**src/rtl/scratchpad_bank_ctrl.sv**
```systemverilog
// rtl/scratchpad_bank_ctrl.sv - single-port scratchpad bank with buffered fill writes and routed reads
//
// Purpose
//   NUM_MATS x ROWS x DATA_W flop array behind a write FIFO (DRAM fills) and a
//   read-request FIFO. One array access is granted per cycle. Read data is
//   returned through either a DRAM or a GEMM response FIFO.
//
// Ports
//   CLK, RST                          clock, synchronous active-high reset
//   wFIFO_WEN / wFIFO_wdata / _full   write push {mat,row,data}
//   rFIFO_WEN / rFIFO_wdata / _full   read push {dest,last,tag,mat,row}
//   dramFIFO_REN / _rdata / _empty    DRAM response pop, head {tag,mat,row,data}
//   gemmFIFO_REN / _rdata / _empty    GEMM response pop, head {last,mat,row,data}
//   gemm_complete                     pulse when a GEMM word with last=1 is enqueued
//   ovf_err                           sticky push-on-full / pop-on-empty flag

module scratchpad_bank_fifo #(
    parameter int W     = 8,
    parameter int DEPTH = 4,
    localparam int AW   = $clog2(DEPTH),
    localparam int CW   = AW + 1
) (
    input  logic          clk,
    input  logic          rst,
    input  logic          wen,
    input  logic [W-1:0]  wdata,
    input  logic          ren,
    output logic [W-1:0]  rdata,
    output logic [CW-1:0] count,
    output logic          err
);
    logic [W-1:0]  mem [DEPTH];
    logic [AW-1:0] wrPtr;
    logic [AW-1:0] rdPtr;
    logic          full;
    logic          empty;
    logic          push;
    logic          pop;

    // Flags come from the registered count, so a push while full is dropped
    // even when the same cycle also pops.
    assign full  = (count == CW'(DEPTH));
    assign empty = (count == '0);
    assign push  = wen && !full;
    assign pop   = ren && !empty;
    assign err   = (wen && full) || (ren && empty);

    // Head is forced to zero while empty so stale storage never shows.
    assign rdata = empty ? '0 : mem[rdPtr];

    always_ff @(posedge clk) begin
        if (rst) begin
            wrPtr <= '0;
            rdPtr <= '0;
            count <= '0;
        end else begin
            if (push) wrPtr <= wrPtr + 1'b1;
            if (pop)  rdPtr <= rdPtr + 1'b1;
            case ({push, pop})
                2'b10:   count <= count + 1'b1;
                2'b01:   count <= count - 1'b1;
                default: count <= count;
            endcase
        end
    end

    always_ff @(posedge clk) begin
        if (push) mem[wrPtr] <= wdata;
    end
endmodule

module scratchpad_bank_ctrl #(
    parameter int NUM_MATS   = 4,
    parameter int ROWS       = 4,
    parameter int DATA_W     = 64,
    parameter int TAG_W      = 4,
    parameter int FIFO_DEPTH = 4,
    parameter int STARVE_LIM = 3,
    localparam int MW = (NUM_MATS > 1) ? $clog2(NUM_MATS) : 1,
    localparam int RW = (ROWS > 1) ? $clog2(ROWS) : 1
) (
    input  logic                          CLK,
    input  logic                          RST,
    input  logic                          wFIFO_WEN,
    input  logic [MW+RW+DATA_W-1:0]       wFIFO_wdata,
    output logic                          wFIFO_full,
    input  logic                          rFIFO_WEN,
    input  logic [2+TAG_W+MW+RW-1:0]      rFIFO_wdata,
    output logic                          rFIFO_full,
    input  logic                          dramFIFO_REN,
    output logic [TAG_W+MW+RW+DATA_W-1:0] dramFIFO_rdata,
    output logic                          dramFIFO_empty,
    input  logic                          gemmFIFO_REN,
    output logic [1+MW+RW+DATA_W-1:0]     gemmFIFO_rdata,
    output logic                          gemmFIFO_empty,
    output logic                          gemm_complete,
    output logic                          ovf_err
);
    localparam int WF_W = MW + RW + DATA_W;
    localparam int RF_W = 2 + TAG_W + MW + RW;
    localparam int DF_W = TAG_W + MW + RW + DATA_W;
    localparam int GF_W = 1 + MW + RW + DATA_W;
    localparam int CW   = $clog2(FIFO_DEPTH) + 1;
    localparam int SW   = (STARVE_LIM > 0) ? $clog2(STARVE_LIM + 1) : 1;

    logic [WF_W-1:0]   wHead;
    logic [RF_W-1:0]   rHead;
    logic [CW-1:0]     wCnt, rCnt, dramCnt, gemmCnt;
    logic              wErr, rErr, dramErr, gemmErr;
    logic              wGrant, rGrant;
    logic              wOk, rOk;
    logic [SW-1:0]     starveCnt;

    logic [DATA_W-1:0] arr [NUM_MATS][ROWS];

    // Read pipeline stage: one registered array read in flight.
    logic              pValid;
    logic              pDest;
    logic              pLast;
    logic [TAG_W-1:0]  pTag;
    logic [MW-1:0]     pMat;
    logic [RW-1:0]     pRow;
    logic [DATA_W-1:0] pData;

    scratchpad_bank_fifo #(.W(WF_W), .DEPTH(FIFO_DEPTH)) wFifo (
        .clk(CLK), .rst(RST), .wen(wFIFO_WEN), .wdata(wFIFO_wdata),
        .ren(wGrant), .rdata(wHead), .count(wCnt), .err(wErr)
    );

    scratchpad_bank_fifo #(.W(RF_W), .DEPTH(FIFO_DEPTH)) rFifo (
        .clk(CLK), .rst(RST), .wen(rFIFO_WEN), .wdata(rFIFO_wdata),
        .ren(rGrant), .rdata(rHead), .count(rCnt), .err(rErr)
    );

    scratchpad_bank_fifo #(.W(DF_W), .DEPTH(FIFO_DEPTH)) dramFifo (
        .clk(CLK), .rst(RST), .wen(pValid && !pDest), .wdata({pTag, pMat, pRow, pData}),
        .ren(dramFIFO_REN), .rdata(dramFIFO_rdata), .count(dramCnt), .err(dramErr)
    );

    scratchpad_bank_fifo #(.W(GF_W), .DEPTH(FIFO_DEPTH)) gemmFifo (
        .clk(CLK), .rst(RST), .wen(pValid && pDest), .wdata({pLast, pMat, pRow, pData}),
        .ren(gemmFIFO_REN), .rdata(gemmFIFO_rdata), .count(gemmCnt), .err(gemmErr)
    );

    assign wFIFO_full     = (wCnt == CW'(FIFO_DEPTH));
    assign rFIFO_full     = (rCnt == CW'(FIFO_DEPTH));
    assign dramFIFO_empty = (dramCnt == '0);
    assign gemmFIFO_empty = (gemmCnt == '0);

    // Head field decode
    logic [MW-1:0]     wMat;
    logic [RW-1:0]     wRow;
    logic [DATA_W-1:0] wData;
    logic              rDest;
    logic              rLast;
    logic [TAG_W-1:0]  rTag;
    logic [MW-1:0]     rMat;
    logic [RW-1:0]     rRow;

    assign wMat  = wHead[WF_W-1 -: MW];
    assign wRow  = wHead[DATA_W +: RW];
    assign wData = wHead[DATA_W-1:0];
    assign rDest = rHead[RF_W-1];
    assign rLast = rHead[RF_W-2];
    assign rTag  = rHead[MW+RW +: TAG_W];
    assign rMat  = rHead[RW +: MW];
    assign rRow  = rHead[RW-1:0];

    logic wInRange;
    logic rInRange;
    assign wInRange = (int'(wMat) < NUM_MATS) && (int'(wRow) < ROWS);
    assign rInRange = (int'(rMat) < NUM_MATS) && (int'(rRow) < ROWS);

    // A read is only issued when its response is guaranteed a slot: the
    // destination occupancy plus the word already in the pipeline toward it
    // must leave room. Pops in the same cycle are not credited.
    logic [CW-1:0] destCnt;
    logic          inFlight;
    assign destCnt  = rDest ? gemmCnt : dramCnt;
    assign inFlight = pValid && (pDest == rDest);
    assign wOk      = (wCnt != '0);
    assign rOk      = (rCnt != '0) && ((destCnt + CW'(inFlight)) < CW'(FIFO_DEPTH));

    always_comb begin
        wGrant = 1'b0;
        rGrant = 1'b0;
        if (wOk && rOk) begin
            if (starveCnt == SW'(STARVE_LIM)) rGrant = 1'b1;
            else                              wGrant = 1'b1;
        end else if (wOk) begin
            wGrant = 1'b1;
        end else if (rOk) begin
            rGrant = 1'b1;
        end
    end

    always_ff @(posedge CLK) begin
        if (RST) begin
            starveCnt <= '0;
        end else if (!rOk || rGrant) begin
            starveCnt <= '0;
        end else if (starveCnt != SW'(STARVE_LIM)) begin
            starveCnt <= starveCnt + 1'b1;
        end
    end

    // Writes land at the grant edge, so a read granted on the next cycle
    // already sees the new word.
    always_ff @(posedge CLK) begin
        if (RST) begin
            for (int m = 0; m < NUM_MATS; m++) begin
                for (int r = 0; r < ROWS; r++) begin
                    arr[m][r] <= '0;
                end
            end
        end else if (wGrant && wInRange) begin
            arr[wMat][wRow] <= wData;
        end
    end

    always_ff @(posedge CLK) begin
        if (RST) begin
            pValid <= 1'b0;
            pDest  <= 1'b0;
            pLast  <= 1'b0;
            pTag   <= '0;
            pMat   <= '0;
            pRow   <= '0;
            pData  <= '0;
        end else begin
            pValid <= rGrant;
            if (rGrant) begin
                pDest <= rDest;
                pLast <= rLast;
                pTag  <= rTag;
                pMat  <= rMat;
                pRow  <= rRow;
                pData <= rInRange ? arr[rMat][rRow] : '0;
            end
        end
    end

    assign gemm_complete = pValid && pDest && pLast;

    always_ff @(posedge CLK) begin
        if (RST) begin
            ovf_err <= 1'b0;
        end else if (wErr || rErr || dramErr || gemmErr) begin
            ovf_err <= 1'b1;
        end
    end
endmodule
```
**config.mk**
```make
export PLATFORM = sky130hd
export DESIGN_NAME = scratchpad_bank_ctrl
export DESIGN_NICKNAME = d
export VERILOG_FILES = /design/src/rtl/scratchpad_bank_ctrl.sv
export SDC_FILE = /design/constraint.sdc
export NUM_CORES = 2
export LEC_CHECK = 0
export BUFFER_PORTS_ARGS = -buffer_cell sky130_fd_sc_hd__buf_2
export CAP_MARGIN = 20
export CORE_UTILIZATION = 30
export CTS_BUF_LIST = sky130_fd_sc_hd__clkbuf_4
export DETAILED_ROUTE_END_ITERATION = 8
export SKIP_LAST_GASP = 1
export SLEW_MARGIN = 5
export SYNTH_ARGS = -nofsm -noshare
export SYNTH_HDL_FRONTEND = slang
export SYNTH_HIERARCHICAL = 1
export SYNTH_SLANG_ARGS = --single-unit
export TNS_END_PERCENT = 100
```
**constraint.sdc**
```tcl
create_clock -name CLK -period 11.5 [get_ports CLK]
set_clock_uncertainty 0.15 [all_clocks]
set_input_delay 3.45 -clock CLK [delete_from_list [all_inputs] [get_ports CLK]]
set_output_delay 3.45 -clock CLK [all_outputs]
set_load 0.01 [all_outputs]
```
# ---- After elaboration in Yosys (flattened, before gate mapping)
# Memory sizes are Yosys's and may differ from the RTL's. A register that Yosys moved wholly into a read port is not among the register bits.
# Cells that the tools add are included.
dict set report totals {
  reg_bits 106
  ramBits 1900
  n_memories 5
}
dict set report op_classes {
  n_addsub 18
  reduce_logical 53
  n_mux 45
  bitwise 2
  n_eq_ne 15
  order_cmp 4
}
# memory depth width rd rd_clocked_by_memory_dff write_ports line_no
set memory_table {}
lappend memory_table {arr 4 256 1 0 4 114} ;# logic [DATA_W-1:0] arr [NUM_MATS][ROWS];
lappend memory_table {dramFifo.mem 4 72 1 1 1 32} ;# logic [W-1:0] mem [DEPTH];
lappend memory_table {gemmFifo.mem 4 69 1 1 1 32}
lappend memory_table {wFifo.mem 4 68 1 1 1 32}
lappend memory_table {rFifo.mem 4 10 1 1 1 32}
# op count
set ops {}
lappend ops {{two-way mux 256 bit} 3}
lappend ops {{OR reduction 256 bit} 1}
lappend ops {{two-way mux 64 bit} 3}
lappend ops {{binary-select mux 64 bit (select 2 bit)} 1}
lappend ops {{demux 64 bit (select 2 bit)} 1}
lappend ops {{two-way mux 72 bit} 1}
lappend ops {{two-way mux 69 bit} 1}
lappend ops {{two-way mux 68 bit} 1}
lappend ops {{one-hot mux 3 bit (2 select lines)} 4}
lappend ops {{logical AND 1 bit} 23}
lappend ops {{two-way mux 1 bit} 19}
lappend ops {{adder 2 x 1 -> 2 bit (second input constant)} 9}
lappend ops {{two-way mux 2 bit} 9}
lappend ops {{adder 3 x 1 -> 3 bit (second input constant)} 4}
lappend ops {{== test 3 bit (second input constant)} 4}
lappend ops {{zero test 3 bit} 4}
lappend ops {{subtractor 3 x 1 -> 3 bit (second input constant)} 4}
lappend ops {{== test 2 bit (second input constant)} 5}
lappend ops {{zero test 1 bit} 10}
lappend ops {{two-way mux 10 bit} 1}
lappend ops {{== test 2 x 1 -> 1 bit (second input constant)} 4}
lappend ops {{logical OR 1 bit} 8}
lappend ops {{nonzero test 2 bit} 4}
lappend ops {{>= comparator 3 bit (second input constant)} 2}
lappend ops {{9 further kinds} 11}

# ---- Depth between registers and ports, before layout
dict set report logic_depth {
  word_depth 15
  depth_mapped 16
  ltp_nobuf 14
}

# ---- Cells and area by module
# The synthesis kept the hierarchy.
# module seq_area_each_um2 cells_per_inst area_per_inst_um2 n_inst
set modules_own_cells {}
lappend modules_own_cells {scratchpad_bank_ctrl 32311.0 3259 47007.6 1}
lappend modules_own_cells {{scratchpad_bank_fifo at dramFifo} 8828.5 511 11463.5 1}
lappend modules_own_cells {{scratchpad_bank_fifo at gemmFifo} 8468.1 492 10890.4 1}
lappend modules_own_cells {{scratchpad_bank_fifo at wFifo} 8348.0 486 10734.0 1}
lappend modules_own_cells {{scratchpad_bank_fifo at rFifo} 1381.3 118 2013.2 1}

# ---- Worst setup path after synthesis
# No wires, ideal clock.
dict set report synth_path {
  path_type {input to register}
  start {input port RST}
  end {memory arr[2][192] in the netlist's numbering, enable pin}
  arrival_ns 7.287
  path_slack_ns 3.563
  stages 4
  setup_time_ns 0.499
  path_cell_list {or4_1 clkbuf_1 buf_2 o21bai_1}
}
# element line_no
set synth_rtl {}
lappend synth_rtl {{start: declaration} 83} ;# input logic RST,
lappend synth_rtl {{end: declaration} 114}

==> results_dict.tcl <==
set metrics [dict create \
    grt_pass1_wl_um 324500 \
    fp.dieH_um 525.2 \
    hold_viol 0 \
    worstHoldPathCells 2 \
    max_stage_delay_ns 0.86 \
    ctsLongestPathBuffers 4 \
    hp-class "register to register" \
    wire_per_inst_um 24.31 \
    holdWs_ns 0.3383 \
    layout_setup_ws_ns 3.909 \
    reg2reg_to "arr[1][83]" \
    p_clk_frac 0.269 \
    drv_cap 0 \
    path_buf_inv 2 \
    dp_cells 8402 \
    swShare 0.3529 \
    r2r_setup_slack_ns 5.12 \
    io_pins 231 \
    coreArea_mm2 0.2715 \
    synth-compound-area-share 0.02359 \
    die_w_um 525.2 \
    synth_edf_count 1900 \
    fmax_mhz 131.7 \
    grt_pass1_vias 47640 \
    synth_seq_cells 2014 \
    cp_top_family "buffers and inverters" \
    die_area_mm2 0.2758 \
    viasPerCell 5.079 \
    ctsHoldBuffers 0 \
    clkSinkCount 2014 \
    hold_start "gemmFifo/rdPtr[1]" \
    end_kind "primary output" \
    numPortBuffers 230 \
    syn_area_mm2 0.08211 \
    clk_pin_slew_worst_paths_ns 0.07 \
    yosys.area_share.simple 0.09262 \
    ir_worst_vdd_mv 0.2304 \
    gp_congestion 0.7735 \
    cts_tree "yes" \
    async_reset_ff_frac 0 \
    grt-ovfl-total 0 \
    syn_area_per_cell_um2 16.87 \
    rows 191 \
    setup_viol 0 \
    cts_root_buffer "clkbuf_4" \
    start_util 0.3024 \
    clk_latency_ns 1.27 \
    powerDensity_mw_per_mm2 232.5 \
    cts.repair.resized 0 \
    finalWorstPathRequiredPeriod_ns 7.591 \
    p_total_mw 21.67 \
    groute.usage.overall 0.1594 \
    drt_iter0_markers 5387 \
    status "complete, no violations" \
    dp_hpwl_um 127400 \
    drive_gt1_frac 0.2866 \
    power_switching_mw 7.648 \
    grt_max_degree 146 \
    ys_warn_count 6 \
    final_common_cell "edfxtp_1" \
    drt_pass1_iterations 6 \
    fin_setup_tns_ns 0 \
    pre_cts_ws_ns 4.071 \
    synth-xor-area-share 0.001493 \
    vias 46930 \
    cp_max_fo 40 \
    synth_top_family_by_area "multiplexers" \
    cts_setup_buffers 0 \
    routed_wl_um 224700 \
    synth-adder-area-share 0.004175 \
    syn-num-nets 4975 \
    ys.flop_type "edfxtp_1" \
    critPathKind "register to primary output" \
    drv_slew 0 \
    drcViolationCount 0 \
    arrival_ns 3.99 \
    cp.required_ns 7.90 \
    worstSetupStartpointType "register" \
    slew_headroom 0.2309 \
    finalNonFillerCells 9241 \
    pwr-share-seq 0.436 \
    power_leakage_nw 30.31 \
    cts_made_buffers 480 \
    synth_cell_type_count 50 \
    htreeDepth 5 \
    finalNetCount 5425 \
    antenna_found_initial 51 \
    ant_nets 0 \
    combPwrFrac 0.295 \
    area_growth_pct 13.52 \
    final_cell_mix "edfxtp_1, nor2_1, clkbuf_4" \
    p_int_mw 14.03 \
    cpMaxStageDelayCell "dfxtp_4" \
    cp_cell_sequence "buf_4 -> mux4_2 -> nor2b_1 -> buf_2" \
    fin_crit_sh 0.6601 \
    synthCells 4866 \
    seq_area_frac_synth 0.7227 \
    worst_pin_slew_ns 1.151 \
    n_fill_cell 26150 \
    reg2reg_depth 8 \
    yosys-mux-area-fraction 0.1324 \
    rsz0062_at_grt "no" \
]
[stage by stage]
stage | area, µm² | util
finish | 93210 | 0.3433
detailed placement | 87100 | 0.3208
global placement | 87070 | 0.3207
global route | 93200 | 0.3433
CTS | 93150 | 0.3431
floorplan | 82110 | -
[worst min-delay path, cell delays in order, from the launching register on]
cell and delay [ns]:
dfxtp_1 0.31, o21ai_1 0.06, a21oi_1 0.07
[registers in the layout, indices dropped and copies added, names as in the netlist, 3 cells and up, named ones only]
signal and count:
arr 1024, dramFifo/count 3, dramFifo/mem 288, gemmFifo/count 3
gemmFifo/mem 276, pData 64, pTag 4, rFifo/count 3
rFifo/mem 40, wFifo/count 3, wFifo/mem 272
[power groups by stage]
stage               registers (mW)  logic, mW  clock network, mW
floorplan                     9.36       3.95                  0
global placement              9.55       6.32                  0
detailed placement            9.62       6.36                  0
CTS                           9.46       6.37               5.96
global route                  9.54       6.77               6.31
finish                        9.45       6.40               5.82
[layout make-up]
| cell class | count | area (µm²) | share of cell area |
|---|---|---|---|
| multi-input cells | 2461 | 21220 | 0.2277 |
| inverters | 34 | 128.9 | 0.001383 |
| clock buffers | 720 | 5405 | 0.05799 |
| clock inverters | 109 | 650.6 | 0.006980 |
| diodes | 8 | 20.02 | 0.0002148 |
| flip-flops and latches | 2014 | 59360 | 0.6368 |
| well taps | 3570 | 4467 | 0.04792 |
| repair buffers | 325 | 1958 | 0.02101 |
[logic make-up (layout without fill, tap and decap cells)]
logic type	after synthesis	in the layout
other cells	0	8
mux	491	491
simple gates	1681	1681
flops	2014	2014
buf+inv	391	1188
xor+xnor	14	14
fa+ha+maj	25	25
compound gates	250	250
[Yosys cell counts, types with 11 or more instances]
| cell type | number | area, µm² |
|---|---|---|
| or4_1 | 52 | 390.4 |
| a22oi_1 | 128 | 960.9 |
| and3_1 | 26 | 162.7 |
| nor4_1 | 12 | 75.07 |
| edfxtp_1 | 1900 | 57050 |
| a21oi_1 | 13 | 65.06 |
| ha_1 | 21 | 262.8 |
| mux4_2 | 473 | 10650 |
| xor2_1 | 13 | 113.9 |
| o21bai_1 | 16 | 120.1 |
| or3_1 | 69 | 431.7 |
| buf_6 | 23 | 259.0 |
| inv_1 | 32 | 120.1 |
| mux2i_1 | 11 | 110.1 |
| dfxtp_1 | 114 | 2282 |
| nand2_1 | 197 | 739.5 |
| buf_2 | 86 | 430.4 |
| nor2b_1 | 219 | 1370 |
| a22o_1 | 74 | 648.1 |
| and2_1 | 19 | 118.9 |
| nor3_1 | 96 | 480.5 |
| clkbuf_1 | 199 | 747.0 |
| nor2_1 | 959 | 3600 |
| buf_1 | 35 | 131.4 |
| nand2b_1 | 12 | 75.07 |
[worst max path at each step]
stage | slack, ns | depth (start not counted) | from | endpoint
5_1_grt | 3.56 | 4 | register | dramFIFO_rdata[11]
3_3_place_gp | 4.11 | 6 | RST | arr[2][59]
4_1_cts | 3.62 | 4 | register | dramFIFO_rdata[11]
2_1_floorplan | 3.56 | 4 | RST | arr[2][192]
6_report | 3.91 | 4 | register | dramFIFO_rdata[18]
3_5_place_dp | 4.07 | 6 | RST | arr[2][5]
[routing by layer]
layer / routed length, µm / track usage / vias to the layer above / share of wire
met5: 274 / 0 / - / 0.0012
met4: 3747 / 0.03799 / 44 / 0.017
met3: 26940 / 0.05476 / 349 / 0.12
met2: 99720 / 0.2387 / 2270 / 0.44
met1: 93990 / 0.2214 / 24340 / 0.42
li1: - / - / 19930 / -
Power figures use the tool's default switching activity.
